<file path="src/rtl/vga_sync_gen.sv">
// rtl/vga_sync_gen.sv - VGA timing generator: pixel tick, h/v counters, phase FSMs, sync outputs
//
// Purpose: divides clk down to a pixel tick, scans h_cnt/v_cnt through the
// visible, front-porch, sync and back-porch phases, and decodes the pixel
// enable, coordinates, frame marker and active-low syncs.
//
// Ports:
//   clk         in   system clock, rising edge
//   rst         in   synchronous active-low reset
//   pxl_en      out  current pixel is visible (1 clk after counter state)
//   x           out  visible column, 0 outside the visible area
//   y           out  visible row (zero-extended), 0 outside the visible area
//   hsync       out  horizontal sync, active-low (2 clk after counter state)
//   vsync       out  vertical sync, active-low (2 clk after counter state)
//   frame_start out  one-clk pulse on the first clk of pixel (0,0)

module vga_sync_gen #(
   parameter int unsigned CLK_DIV   = 2,
   parameter int unsigned H_VISIBLE = 640,
   parameter int unsigned H_FRONT   = 16,
   parameter int unsigned H_SYNC    = 96,
   parameter int unsigned H_BACK    = 48,
   parameter int unsigned V_VISIBLE = 480,
   parameter int unsigned V_FRONT   = 10,
   parameter int unsigned V_SYNC    = 2,
   parameter int unsigned V_BACK    = 33
) (
   input  logic        clk,
   input  logic        rst,
   output logic        pxl_en,
   output logic [9:0]  x,
   output logic [10:0] y,
   output logic        hsync,
   output logic        vsync,
   output logic        frame_start
);

   localparam int unsigned H_TOTAL = H_VISIBLE + H_FRONT + H_SYNC + H_BACK;
   localparam int unsigned V_TOTAL = V_VISIBLE + V_FRONT + V_SYNC + V_BACK;

   // Last count of each phase; the FSM leaves a phase on the tick at its last count.
   localparam logic [9:0] H_ACT_END = 10'(H_VISIBLE - 1);
   localparam logic [9:0] H_FP_END  = 10'(H_VISIBLE + H_FRONT - 1);
   localparam logic [9:0] H_SYN_END = 10'(H_VISIBLE + H_FRONT + H_SYNC - 1);
   localparam logic [9:0] H_LAST    = 10'(H_TOTAL - 1);
   localparam logic [9:0] V_ACT_END = 10'(V_VISIBLE - 1);
   localparam logic [9:0] V_FP_END  = 10'(V_VISIBLE + V_FRONT - 1);
   localparam logic [9:0] V_SYN_END = 10'(V_VISIBLE + V_FRONT + V_SYNC - 1);
   localparam logic [9:0] V_LAST    = 10'(V_TOTAL - 1);
   localparam logic [3:0] DIV_LAST  = 4'(CLK_DIV - 1);

   typedef enum logic [1:0] {H_ACT, H_FP, H_SYN, H_BP} h_state_t;
   typedef enum logic [1:0] {V_ACT, V_FP, V_SYN, V_BP} v_state_t;

   logic [3:0] div_q, div_d;
   logic [9:0] h_q, h_d;
   logic [9:0] v_q, v_d;
   h_state_t   hst_q, hst_d;
   v_state_t   vst_q, vst_d;
   logic       tick, line_end, visible;

   logic        pxl_en_q, frame_start_q;
   logic [9:0]  x_q;
   logic [10:0] y_q;
   logic        hs_raw_q, vs_raw_q, hsync_q, vsync_q;

   always_comb begin
      tick     = (div_q == DIV_LAST);
      line_end = tick && (h_q == H_LAST);
      visible  = (hst_q == H_ACT) && (vst_q == V_ACT);

      div_d = tick ? 4'd0 : div_q + 4'd1;
      h_d   = h_q;
      hst_d = hst_q;
      v_d   = v_q;
      vst_d = vst_q;

      if (tick) begin
         h_d = (h_q == H_LAST) ? 10'd0 : h_q + 10'd1;
         case (hst_q)
            H_ACT:   if (h_q == H_ACT_END) hst_d = H_FP;
            H_FP:    if (h_q == H_FP_END)  hst_d = H_SYN;
            H_SYN:   if (h_q == H_SYN_END) hst_d = H_BP;
            H_BP:    if (h_q == H_LAST)    hst_d = H_ACT;
            default: hst_d = H_ACT;
         endcase
      end

      // The vertical side only moves on the tick that closes a line.
      if (line_end) begin
         v_d = (v_q == V_LAST) ? 10'd0 : v_q + 10'd1;
         case (vst_q)
            V_ACT:   if (v_q == V_ACT_END) vst_d = V_FP;
            V_FP:    if (v_q == V_FP_END)  vst_d = V_SYN;
            V_SYN:   if (v_q == V_SYN_END) vst_d = V_BP;
            V_BP:    if (v_q == V_LAST)    vst_d = V_ACT;
            default: vst_d = V_ACT;
         endcase
      end
   end

   always_ff @(posedge clk) begin
      if (!rst) begin
         div_q         <= 4'd0;
         h_q           <= 10'd0;
         v_q           <= 10'd0;
         hst_q         <= H_ACT;
         vst_q         <= V_ACT;
         pxl_en_q      <= 1'b0;
         x_q           <= 10'd0;
         y_q           <= 11'd0;
         frame_start_q <= 1'b0;
         hs_raw_q      <= 1'b1;
         vs_raw_q      <= 1'b1;
         hsync_q       <= 1'b1;
         vsync_q       <= 1'b1;
      end else begin
         div_q         <= div_d;
         h_q           <= h_d;
         v_q           <= v_d;
         hst_q         <= hst_d;
         vst_q         <= vst_d;
         pxl_en_q      <= visible;
         x_q           <= visible ? h_q : 10'd0;
         y_q           <= visible ? {1'b0, v_q} : 11'd0;
         frame_start_q <= (h_q == 10'd0) && (v_q == 10'd0) && (div_q == 4'd0);
         // Extra stage so sync lines up with the pixel generator's registered RGB.
         hs_raw_q      <= (hst_q != H_SYN);
         vs_raw_q      <= (vst_q != V_SYN);
         hsync_q       <= hs_raw_q;
         vsync_q       <= vs_raw_q;
      end
   end

   assign pxl_en      = pxl_en_q;
   assign x           = x_q;
   assign y           = y_q;
   assign frame_start = frame_start_q;
   assign hsync       = hsync_q;
   assign vsync       = vsync_q;

endmodule

</file>
<file path="config.mk">
export PLATFORM = sky130hd
export DESIGN_NAME = vga_sync_gen
export DESIGN_NICKNAME = d
export VERILOG_FILES = /design/src/rtl/vga_sync_gen.sv
export SDC_FILE = /design/constraint.sdc
export NUM_CORES = 1
export LEC_CHECK = 0
export CAP_MARGIN = 10
export CORE_ASPECT_RATIO = 0.9
export CORE_MARGIN = 4
export CORE_UTILIZATION = 45
export CTS_BUF_LIST = sky130_fd_sc_hd__clkbuf_4 sky130_fd_sc_hd__clkbuf_8
export DETAILED_ROUTE_END_ITERATION = 16
export GPL_ROUTABILITY_DRIVEN = 0
export GPL_TIMING_DRIVEN = 1
export HOLD_SLACK_MARGIN = 0.03
export PLACE_DENSITY = 0.66
export SYNTH_ARGS = -nofsm -noshare
export SYNTH_HDL_FRONTEND = slang
export SYNTH_SLANG_ARGS = --single-unit
</file>
<file path="constraint.sdc">
create_clock -name clk -period 3.8 [get_ports clk]
set_input_delay 0.95 -clock clk [delete_from_list [all_inputs] [get_ports clk]]
set_output_delay 0.95 -clock clk [all_outputs]
set_load 0.01 [all_outputs]
</file>
==> results of run 1 <==
-- where the power goes --
part / internal (uW) / switching (uW) / leakage (uW)
combinational: 24.3 / 34.9 / 0.000560
sequential: 577 / 8.41 / 0.000436
clock: 126 / 182 / 0.0000362
total: 727 / 225 / 0.00103
-- stage by stage --
stage          worst slack, ns  hold slack [ns]  total power, uW  area, sq um
2_1_floorplan             1.46            0.386              639         2330
6_report                  1.05            0.419              952         2690
4_1_cts                   1.05            0.426              961         2690
3_3_place_gp              1.15            0.403              657         2610
3_5_place_dp              1.05            0.404              658         2610
5_1_grt                  0.928            0.447              994         2690
-- state kept, by name, indices dropped and copies added (netlist names) --
name,cells
div_q,4
frame_start,1
h_q,10
hs_raw_q,1
hst_q,2
hsync,1
pxl_en,1
v_q,10
vs_raw_q,1
vst_q,2
vsync,1
x,10
y,10
-- area by class of cell --
type | count | area (sq um)
timing repair buffer | 25 | 250
inverter | 13 | 48.8
multi-input combinational | 169 | 1150
clock buffer | 5 | 68.8
tap | 65 | 81.3
sequential | 54 | 1080
fill | 455 | 2230
clock inverter | 2 | 15.0
-- kinds of logic (layout without fill, tap and decap cells) --
family / count (synthesis) / in the layout / synth area share
AOI/OAI and AO/OA: 17 / 17 / 0.0575
xor gates and xnor gates: 18 / 18 / 0.0677
adders and majority gates: 16 / 16 / 0.0860
buffers and inverters: 25 / 45 / 0.0430
DFF: 54 / 54 / 0.465
muxes: 3 / 3 / 0.0134
other: 1 / 1 / 0.00161
and+or+nand+nor: 114 / 114 / 0.266
-- cells in the final DEF, fill, tap and decap left out, types with 4 or more instances in the layout --
cell	Yosys	layout
and3_1	6	6
clkdlybuf4s50_1	0	25
clkbuf_8	0	5
nand2_1	18	18
nor3_1	6	6
xnor2_1	9	9
nor2_1	26	26
nor4_1	4	4
a21oi_1	6	6
dfxtp_1	54	54
and2_1	21	21
nand4_1	7	7
nand3_1	11	11
ha_1	16	16
xor2_1	9	9
inv_1	13	13
-- how the worst max path moves through the flow --
stage	cells past startpoint	to	startpoint	slack [ns]
4_1_cts	6	vst_q[0]$_SDFFE_PN0P_	div_q[0]$_SDFF_PP0_	1.05
6_report	6	vst_q[0]$_SDFFE_PN0P_	div_q[0]$_SDFF_PP0_	1.05
3_5_place_dp	3	x[6]$_SDFF_PN0_	rst	1.05
3_3_place_gp	3	y[5]$_SDFF_PN0_	rst	1.15
5_1_grt	6	vst_q[0]$_SDFFE_PN0P_	div_q[0]$_SDFF_PP0_	0.93
2_1_floorplan	7	vst_q[0]$_SDFFE_PN0P_	div_q[0]$_SDFF_PP0_	1.46
-- critical path, stage by stage (launching register included) --
cell       delay [ns]
dfxtp_1          0.42
ha_1             0.20
or3b_1           0.50
or4_4            0.70
a2111oi_4        0.41
a21oi_1          0.11
a311oi_1         0.30
-- metal layers --
| layer | global-route usage | vias up |
|---|---|---|
| met5 | 0 | - |
| met4 | 0.0434 | 0 |
| met3 | 0.0303 | 4 |
| met2 | 0.196 | 34 |
| met1 | 0.187 | 740 |
| li1 | - | 858 |
==> flow_summary.ini, run 1 <==
[route]
top_layer_used = met4
wl_met3_um = 175
met1_length_um = 2190
dr.pass1.iters = 4
drc = 0
initialDrtViolationCount = 107
num_vias = 1636
wl_um = 4050
routedWlPerCell_um = 12.2
wl_met2_um = 1640
ant_nets = 0
avgViaCountPerCell = 4.91

[logic_synthesis]
yosys_warnings = 0
avgSynthCellArea_sq_um = 9.38
syn_nets = 266
synth_ff_type = dfxtp_1
syn_area_sq_um = 2330
synth_top_area_frac = 0.465
yosysMostFrequentCell = dfxtp_1
ys_ff_latch = 54
ys_seq_area_frac = 0.465
synth_enable_flop_cells = 0
synth_area_leaders = dfxtp_1, ha_1, and2_1
synth_area_leader_cell = dfxtp_1
synthTopCellsByCount = dfxtp_1, nor2_1, and2_1, nand2_1, ha_1
ys_types = 42
synthArstFlopShare = 0
synthCells = 248

[clock_network]
clk_latency_ns = 0.30
hold_buffers = 0
cts_tree = yes
cts_root_buffer = clkbuf_8
clock_sinks = 54
cts_buffers = 5
post_cts_buffers = 0
path_clk_slew_ns = 0.10
cts_resized = 0
cts_max_path_buffers = 2
htree_levels = 2

[min_path]
whs_path_depth = 1
min_path_type = reg -> reg
min_to = hsync$_SDFF_PN1_
hold_start = hs_raw_q$_SDFF_PN1_

[final_layout]
final_core_util = 0.546
nets = 286
area_growth_pct = 15.6
layout-drive-gt1-share = 0.0560
antenna_cells = 0
stdcell_count = 333

[die]
die-area_sq_um = 6390
core-area_sq_um = 4920
die_h_um = 76.2
io_pins = 27
die_x_um = 83.8
initial_core_util = 0.473
rows = 24

[timing]
max_freq_mhz = 364
rsz0062_at_grt = no
worst_pin_slew_ns = 0.575
period_share = 0.723
skew_ns = 0.00515
hold_viol_final = 0
relSlewSlack = 0.615
setup_tns_ns = 0
drv_slew = 0
finalCriticalPeriod_ns = 2.75
setup_viol_count_final = 0

[setup_path]
end_kind = flop
r2r-end = vst_q[0]$_SDFFE_PN0P_
cp-start-kind = flop
cp_max_fo = 12
cp_data_required_time_ns = 4.00
crit_type = reg -> reg
r2r_slack_ns = 1.05
r2r-start = div_q[0]$_SDFF_PP0_
cp.arrival_ns = 2.95
reg2regPathDepth = 6

[grt]
grt_pass1_vias = 1502
grt_max_degree = 22
antenna_found_initial = 0
grt.overflow.total = 0
grt_pass1_wl_um = 6930
grt_usage = 0.131

[placement]
place.detailed.hpwl_um = 2940
placed_cells = 326
port_buffers = 25

[pwr]
p_per_area_nw_per_um2 = 354
irDropWorstVdd_mv = 0.233
power_leakage_uw = 0.00103

[outcome]
status = finished clean

[run]
cap_violations = 0
(Power assumes the default switching activity.)
==> run 2, diff against run 1 <==
==> constraint.sdc (replaced) <==
create_clock -name clk -period 2.8 [get_ports clk]
set_input_delay 0.7 -clock clk [delete_from_list [all_inputs] [get_ports clk]]
set_output_delay 0.7 -clock clk [all_outputs]
set_load 0.01 [all_outputs]
==> flow_summary.ini, run 2 (synthesis results as in run 1) <==
[placement]
place.detailed.hpwl_um = 2970
place_ws_ns = 0.345
port_buffers = 25

[timing]
relSlewSlack = 0.571
drv_slew = 0
hold_viol_final = 0
worst_pin_slew_ns = 0.643
setup_viol_count_final = 0
whs_ns = 0.423
setup_tns_ns = 0
period_share = 0.879
max_freq_mhz = 406
finalCriticalPeriod_ns = 2.46
setup_ws_ns = 0.340
skew_ns = 0.00984
rsz0062_at_grt = no

[clock_network]
cts_buffers = 5
htree_levels = 2
clk_latency_ns = 0.30
cts_tree = yes
path_clk_slew_ns = 0.10
hold_buffers = 0
clock_sinks = 54
cts_resized = 0
cts_max_path_buffers = 2
post_cts_buffers = 0
cts_root_buffer = clkbuf_8

[route]
wl_um = 4180
ant_nets = 0
drc = 0
avgViaCountPerCell = 5.01
routedWlPerCell_um = 12.5
num_vias = 1677
dr.pass1.iters = 4
initialDrtViolationCount = 160

[setup_path]
cp.arrival_ns = 2.68
cp-start-kind = flop
crit_type = reg -> reg
cp_data_required_time_ns = 3.02
end_kind = flop
cp_max_fo = 12

[pwr]
total_power_uw = 1300
irDropWorstVdd_mv = 0.270
power_leakage_uw = 0.00104
p_per_area_nw_per_um2 = 479

[final_layout]
nets = 288
antenna_cells = 0
layout-drive-gt1-share = 0.0630
layout_commonest_cell = dfxtp_1
area_growth_pct = 16.3
final_cell_mix = dfxtp_1, nor2_1, clkdlybuf4s50_1

[grt]
grt_pass1_vias = 1487
grt.overflow.total = 0
grt_pass1_wl_um = 7120
grt_max_degree = 22
antenna_found_initial = 0
grt_usage = 0.137

[min_path]
min_path_type = reg -> reg

[outcome]
status = finished clean

[die]
rows = 24
io_pins = 27
initial_core_util = 0.473
die-area_sq_um = 6390
core-area_sq_um = 4920
die_x_um = 83.8
die_h_um = 76.2

[run]
cap_violations = 0
[run 2: worst max-delay path, cell delays in order, from the launching register on]
cell and delay [ns]:
dfxtp_1 0.41, ha_1 0.18, or3b_1 0.36, or4_4 0.66, a2111oi_4 0.43, a21oi_1 0.11, a311oi_1 0.24
[run 2: through the flow]
stage	std cells	util	area (sq um)
floorplan	248	-	2330
global placement	328	0.533	2620
detailed placement	328	0.533	2620
CTS	335	0.550	2710
global route	335	0.550	2710
finish	335	0.550	2710
[run 2: worst paths after layout]
path | startpoint | to | slack [ns] | cells past startpoint
max | div_q[0]$_SDFF_PP0_ | vst_q[0]$_SDFFE_PN0P_ | 0.34 | 6
min | hs_raw_q$_SDFF_PN1_ | hsync$_SDFF_PN1_ | 0.42 | 1
max reg2reg | div_q[0]$_SDFF_PP0_ | vst_q[0]$_SDFFE_PN0P_ | 0.34 | 6
min reg2reg | hs_raw_q$_SDFF_PN1_ | hsync$_SDFF_PN1_ | 0.42 | 1
[run 2: area by class of cell]
| class | instances | area (sq um) |
|---|---|---|
| Fill cell | 448 | 2220 |
| Multi-Input combinational cell | 169 | 1150 |
| Sequential cell | 54 | 1080 |
| Timing Repair Buffer | 27 | 265 |
| Tap cell | 65 | 81.3 |
| Clock buffer | 5 | 68.8 |
| Inverter | 13 | 48.8 |
| Clock inverter | 2 | 15.0 |
[run 2: per-layer routing]
metal,track usage,wire (um),up-vias
met2,0.203,1740,39
met5,0,0,-
met3,0.0411,226,6
met4,0.0482,60,0
li1,-,-,868
met1,0.190,2150,764
[run 2: power breakdown]
part | switching (uW) | internal (uW)
Clock | 244 | 171
Combinational | 50.0 | 37.2
Sequential | 11.8 | 783
==> run 3, diff against run 2 <==
--- a/config.mk
+++ b/config.mk
@@ -6,7 +6,7 @@
 export NUM_CORES = 1
 export LEC_CHECK = 0
 export CAP_MARGIN = 10
-export CORE_ASPECT_RATIO = 0.9
+export CORE_ASPECT_RATIO = 0.6
 export CORE_MARGIN = 4
 export CORE_UTILIZATION = 45
 export CTS_BUF_LIST = sky130_fd_sc_hd__clkbuf_4 sky130_fd_sc_hd__clkbuf_8
==> constraint.sdc (replaced) <==
create_clock -name clk -period 2.8 [get_ports clk]
set_input_delay 0.42 -clock clk [delete_from_list [all_inputs] [get_ports clk]]
set_output_delay 0.42 -clock clk [all_outputs]
set_load 0.01 [all_outputs]
==> flow_summary.ini, run 3 (synthesis results as in run 1) <==
[outcome]
status = finished clean

[setup_path]
crit_type = reg -> reg
crit_chain = ha_1 > or3b_1 > or4_4 > a2111oi_4 > a21oi_1 > a311oi_1
cp_max_fo = 12
cp_data_required_time_ns = 3.03
r2r-end = vst_q[0]$_SDFFE_PN0P_
end_kind = flop
worst-path-buf-inv = 0
reg2regPathDepth = 6
r2r_slack_ns = 0.32
cp.arrival_ns = 2.71
max_stage_delay_ns = 0.67
crit_slowest_cell = or4_4
critical-path-top-delay-family = simple AND/OR/NAND/NOR gates
r2r-start = div_q[0]$_SDFF_PP0_
cp-start-kind = flop

[pwr]
power.internal_uw = 1090
switching_share = 0.231
power_switching_uw = 329
irDropWorstVdd_mv = 0.226
p_seq_frac = 0.558
comb_power_share = 0.063
p_per_area_nw_per_um2 = 516
p_clk_frac = 0.379
power_leakage_uw = 0.00108

[die]
io_pins = 27
die_h_um = 63.7
rows = 19
initial_core_util = 0.487
die-area_sq_um = 6420
core-area_sq_um = 4780
die_x_um = 101

[grt]
grt_usage = 0.157
grt_max_degree = 22
antenna_found_initial = 0
grt_pass1_wl_um = 7950
grt.overflow.total = 0
grt_pass1_vias = 1602

[timing]
setup_tns_ns = 0
relSlewSlack = 0.595
rsz0062_at_grt = no
setup_viol_count_final = 0
max_freq_mhz = 403
finalCriticalPeriod_ns = 2.48
worst_pin_slew_ns = 0.608
drv_slew = 0
hold_viol_final = 0
period_share = 0.887
skew_ns = 0.00572

[route]
dr.pass1.iters = 4
num_vias = 1727
avgViaCountPerCell = 5.12
routedWlPerCell_um = 13.5
wl_um = 4540
drc = 0
initialDrtViolationCount = 217
ant_nets = 0

[run]
cap_violations = 0

[clock_network]
post_cts_buffers = 0
hold_buffers = 0
path_clk_slew_ns = 0.10
htree_levels = 2
clock_sinks = 54
cts_tree = yes
clk_latency_ns = 0.31
cts_max_path_buffers = 2
cts_resized = 0
cts_root_buffer = clkbuf_8
cts_buffers = 5

[final_layout]
antenna_cells = 0
final_core_util = 0.577
multi_input_area_sq_um = 1150
register_area_sq_um = 1080
final_cell_mix = dfxtp_1, nor2_1, clkdlybuf4s50_1
fillers = 440
layout-drive-gt1-share = 0.0766
nets = 291
layout_commonest_cell = dfxtp_1
area_growth_pct = 18.5

[min_path]
min_path_type = reg -> reg
min_to = hsync$_SDFF_PN1_
whs_path_depth = 1
hold_start = hs_raw_q$_SDFF_PN1_

[placement]
place.detailed.hpwl_um = 3220
port_buffers = 25
-- run 3: cell count changes in the layout (fill, tap and decap cells not counted) --
| cell | delta |
|---|---|
| inv_6 | +2 |
| buf_4 | +3 |
| bufinv_16 | +1 |
| clkinvlp_4 | -2 |
-- run 3: metrics by stage --
| step | power [uW] | hold slack [ns] | setup slack (ns) | instances | cell area [sq um] |
|---|---|---|---|---|---|
| final | 1420 | 0.427 | 0.317 | 337 | 2760 |
| after global routing | 1490 | 0.440 | 0.160 | 337 | 2760 |
| after CTS | 1440 | 0.429 | 0.313 | 337 | 2760 |
| after detailed placement | 902 | 0.398 | 0.319 | 329 | 2640 |
| after global placement | 900 | 0.403 | 0.401 | 329 | 2640 |
| after floorplan | 867 | 0.386 | 0.462 | 248 | 2330 |
-- run 3: final cells by class --
type | count | share of cell area
multi-input cells | 169 | 0.415
inverters | 13 | 0.0177
repair buffers | 30 | 0.104
clock inverters | 3 | 0.0172
flip-flops and latches | 54 | 0.392
well taps | 63 | 0.0286
clock buffers | 5 | 0.0249
-- run 3: power groups by stage --
stage	logic, uW	clock network, uW	registers [uW]
2_1_floorplan	53.8	0	813
3_3_place_gp	88.5	0	811
3_5_place_dp	90.5	0	812
4_1_cts	91.5	555	794
5_1_grt	102	588	797
6_report	89.5	540	794
-- run 3: metal layers --
layer,vias up,share of wire,GRT usage
li1,872,-,-
met1,777,0.54,0.237
met2,74,0.37,0.211
met3,4,0.082,0.0474
met4,0,0.011,0.0504
met5,-,0,0
-- run 3: how the worst max path moves through the flow --
stage | start | endpoint | slack (ns) | cells past startpoint
6_report | div_q[0]$_SDFF_PP0_ | vst_q[0]$_SDFFE_PN0P_ | 0.32 | 6
5_1_grt | div_q[0]$_SDFF_PP0_ | vst_q[0]$_SDFFE_PN0P_ | 0.16 | 6
4_1_cts | div_q[0]$_SDFF_PP0_ | vst_q[0]$_SDFFE_PN0P_ | 0.31 | 6
3_5_place_dp | div_q[0]$_SDFF_PP0_ | vst_q[0]$_SDFFE_PN0P_ | 0.32 | 6
3_3_place_gp | div_q[0]$_SDFF_PP0_ | vst_q[0]$_SDFFE_PN0P_ | 0.40 | 6
2_1_floorplan | div_q[0]$_SDFF_PP0_ | vst_q[0]$_SDFFE_PN0P_ | 0.46 | 7
-- run 3: worst reg2reg max path, stage by stage (launching register included) --
cell       delay, ns
dfxtp_1         0.41
ha_1            0.18
or3b_1          0.37
or4_4           0.67
a2111oi_4       0.43
a21oi_1         0.11
a311oi_1        0.24
